[config.mk]
export PLATFORM = sky130hd
export DESIGN_NAME = pla_sig_lfsr
export DESIGN_NICKNAME = d
export VERILOG_FILES = /design/src/rtl/pla_sweep_pkg.sv /design/src/rtl/pla_sig_lfsr.sv
export SDC_FILE = /design/constraint.sdc
export NUM_CORES = 1
export LEC_CHECK = 0
export BUFFER_PORTS_ARGS = -buffer_cell sky130_fd_sc_hd__buf_2
export CAP_MARGIN = 20
export CORE_UTILIZATION = 30
export DETAILED_ROUTE_END_ITERATION = 10
export PLACE_DENSITY = 0.55
export SYNTH_ARGS = -nofsm -noshare
export SYNTH_HDL_FRONTEND = slang
export SYNTH_SLANG_ARGS = --single-unit
[constraint.sdc]
create_clock -name clk -period 1.6 [get_ports clk]
set_clock_uncertainty 0.15 [all_clocks]
set_input_delay 0.24 -clock clk [delete_from_list [all_inputs] [get_ports clk]]
set_output_delay 0.24 -clock clk [all_outputs]
set_load 0.03 [all_outputs]
[src/rtl/pla_sweep_pkg.sv]
// Shared types and helpers for the PLA exhaustive sweep checker and its models.
// sig_step is the single definition of the serial Galois signature update.
package pla_sweep_pkg;

  typedef enum logic [1:0] {
    IDLE = 2'd0,
    RUN  = 2'd1,
    DONE = 2'd2
  } sweep_state_e;

  localparam logic [31:0] DEFAULT_POLY = 32'h04C11DB7;
  localparam int          MAX_SIG_W    = 32;

  // One Galois step on the low w bits; higher bits of the result are cleared.
  function automatic logic [31:0] sig_step(input logic [31:0] sig, input logic b,
                                           input logic [31:0] poly, input int w);
    logic [31:0] mask;
    logic [31:0] nxt;
    mask = (w >= MAX_SIG_W) ? 32'hFFFF_FFFF : ((32'd1 << w) - 32'd1);
    nxt  = {sig[30:0], 1'b0} ^ ((sig[w-1] ^ b) ? poly : 32'd0);
    return nxt & mask;
  endfunction

endpackage

[src/rtl/pla_sig_lfsr.sv]
// Serial-input Galois signature register: init loads all ones, shift folds in one bit.
module pla_sig_lfsr
  import pla_sweep_pkg::*;
#(
  parameter int               SIG_W = 32,
  parameter logic [SIG_W-1:0] POLY  = SIG_W'(DEFAULT_POLY)
) (
  input  logic             clk,
  input  logic             rst,
  input  logic             init,
  input  logic             shift_en,
  input  logic             bit_i,
  output logic [SIG_W-1:0] sig_o
);

  logic [SIG_W-1:0] sig_q;
  logic [SIG_W-1:0] sig_d;

  always_comb begin
    sig_d = sig_q;
    if (init) begin
      sig_d = '1;
    end else if (shift_en) begin
      sig_d = SIG_W'(sig_step(32'(sig_q), bit_i, 32'(POLY), SIG_W));
    end
  end

  always_ff @(posedge clk) begin
    if (rst) begin
      sig_q <= '0;
    end else begin
      sig_q <= sig_d;
    end
  end

  assign sig_o = sig_q;

endmodule

==> flow_metrics.py <==
metrics = {
    "synthesis": {
        "syn_inst": 161,
        "synth_seq_cells": 32,
        "synthesis.nets": 166,
        "yosysWarnings": 0,
        "syn_area_um2": 1550,
        "syn_avg_cell_area_um2": 9.63,
        "yosysSeqAreaShare_pct": 41.3,
        "yosysUniqueCellTypes": 16,
    },
    "worst_hold_path": {
        "hp-class": "input pin to flip-flop",
    },
    "timing": {
        "tightest_slew_ns": 0.411,
        "setup_violations": 0,
        "hold_viol": 0,
        "rsz0062_at_grt": "false",
        "clock.fmax_ghz": 0.695,
        "relSlewSlack_pct": 72.2,
        "period_needed_ns": 1.44,
        "drv_slew": 0,
        "hold_slack_ns": 0.231,
        "post-route-period-util_pct": 89.9,
    },
    "floorplan": {
        "core_um2": 4850,
        "die_w_um": 73.9,
        "initial_core_util_pct": 32.0,
        "rows": 25,
        "ioPinCount": 37,
        "die_y_um": 73.9,
        "fp.dieArea_um2": 5460,
    },
    "global_routing": {
        "overflow": 0,
        "grt_pass1_vias": 1134,
        "grt_use_total_pct": 14.2,
        "use_met3_pct": 4.53,
        "grt_max_degree": 78,
        "antenna_found_initial": 0,
        "use_met2_pct": 18.7,
        "use_met1_pct": 21.0,
        "grt_pass1_wl_um": 5790,
        "busiest_layer": "met1",
    },
    "worst_setup_path": {
        "critPathMaxFanout": 14,
        "crit_path_end_kind": "flip-flop",
        "start_kind": "flip-flop",
        "crit_type": "flip-flop to flip-flop",
        "cp.arrival_ns": 1.43,
        "worstPathRequired_ns": 1.59,
    },
    "detailed_routing": {
        "drc": 0,
        "ant_nets": 0,
        "avgViaCountPerCell": 5.11,
        "drt-initial-drc-count": 80,
        "via_count": 1298,
        "drt_first_pass_iters": 4,
        "finalWirelength_um": 3530,
        "wl_per_cell_um": 13.9,
    },
    "clocking": {
        "clk-insertion-delay-late_ns": 0.27,
        "cts_root_buf": "clkbuf_8",
        "cts_tree": "yes",
        "cts.sinks": 32,
        "cts_buffers": 5,
        "clock_path_buffers": 2,
        "h-tree-depth": 2,
        "cts_setup_buffers": 0,
        "clk_pin_slew_ns": 0.06,
    },
    "finish": {
        "final_cell_mix": "buf_2 (36), dfxtp_1 (31), nor2b_1 (18), a211oi_1 (18), nor2_1 (18)",
        "largest_reg_flops": 32,
        "diodes": 0,
        "area_growth_pct": 21.8,
        "final_common_cell": "buf_2",
        "final_nets": 194,
        "drive_gt1_share_pct": 31.6,
        "fin_util_pct": 38.9,
    },
    "placed_design": {
        "gp_congestion": 0.659,
        "numPortBuffers": 36,
        "dp_hpwl_um": 2050,
    },
    "flow_run": {
        "drv_cap": 0,
    },
    "power": {
        "p_leak_nw": 0.745,
        "ir_worst_vdd_mv": 0.376,
        "powerDensity_nw_per_um2": 1020,
    },
    "outcome": {
        "status": "finished clean",
    },
}
==> path summary, 6_finish.rpt <==
path	slack (ns)	start	to	cells past startpoint
worst max-delay path	0.16	sig_o[31]	sig_o[8]	3
worst min-delay path	0.23	rst	sig_o[17]	2
worst max register to register	0.16	sig_o[31]	sig_o[8]	3
worst min register to register	0.37	sig_o[20]	sig_o[21]	2
==> kinds of logic after synthesis <==
| logic type | Yosys count | share of synthesized area, % |
|---|---|---|
| xor gates and xnor gates | 1 | 1.05 |
| and+or+nand+nor | 91 | 42.8 |
| DFF | 32 | 41.3 |
| buffers and inverters | 19 | 6.13 |
| AOI/OAI and AO/OA | 18 | 8.72 |
==> report_power, final <==
group / internal [mW] / switching [mW] / total, mW
Clock: 0.280 / 0.261 / 0.540
Combinational: 0.158 / 0.298 / 0.456
Sequential: 0.868 / 0.0646 / 0.933
Total: 1.31 / 0.624 / 1.93
==> critical path, stage by stage, from the launching register on <==
cell     delay (ns)
dfxtp_2        0.45
xor2_4         0.18
nor4b_1        0.44
nor4_2         0.09
==> metrics by stage <==
| step | setup slack, ns | power (mW) | std cells | instance area [µm²] | setup TNS, ns |
|---|---|---|---|---|---|
| floorplan | 0.0155 | 1.28 | 161 | 1550 | 0 |
| global placement | -0.247 | 1.39 | 248 | 1780 | -3.14 |
| detailed placement | -0.300 | 1.39 | 248 | 1780 | -3.80 |
| CTS | 0.0333 | 1.96 | 254 | 1890 | 0 |
| global route | 0.0638 | 2.03 | 254 | 1890 | 0 |
| finish | 0.162 | 1.93 | 254 | 1890 | 0 |
==> synthesized netlist by cell type, drive strengths merged <==
cell	count	area share (%)
a211oi	18	8.7
and4b	13	8.4
buf	7	3.2
clkbuf	12	2.9
dfxtp	32	41
nor2	18	4.4
nor2b	18	7.3
nor3	15	4.8
nor3b	1	0.48
nor4	13	8.9
nor4b	13	8.6
xor2	1	1.0
==> layout make-up <==
class / instances / area (µm²)
clock buffers: 5 / 68.8
repair buffers: 39 / 240
multi-input cells: 111 / 853
flip-flops and latches: 32 / 642
fillers: 501 / 2960
well taps: 67 / 83.8
==> per-layer routing <==
| metal | wire, µm | up-vias |
|---|---|---|
| met5 | 0 | - |
| met4 | 39 | 0 |
| met3 | 136 | 4 |
| met2 | 1560 | 25 |
| met1 | 1790 | 613 |
| li1 | - | 656 |
==> repair_timing <==
| item | in CTS | in global routing |
|---|---|---|
| gates resized for setup | 2 | 1 |
| hold buffers | 0 | 0 |
| cloned | 1 | 0 |
| pin swaps | 1 | 0 |
| endpoints found under the setup margin | 14 | 10 |
No activity file was read; power rests on OpenSTA's default activity.
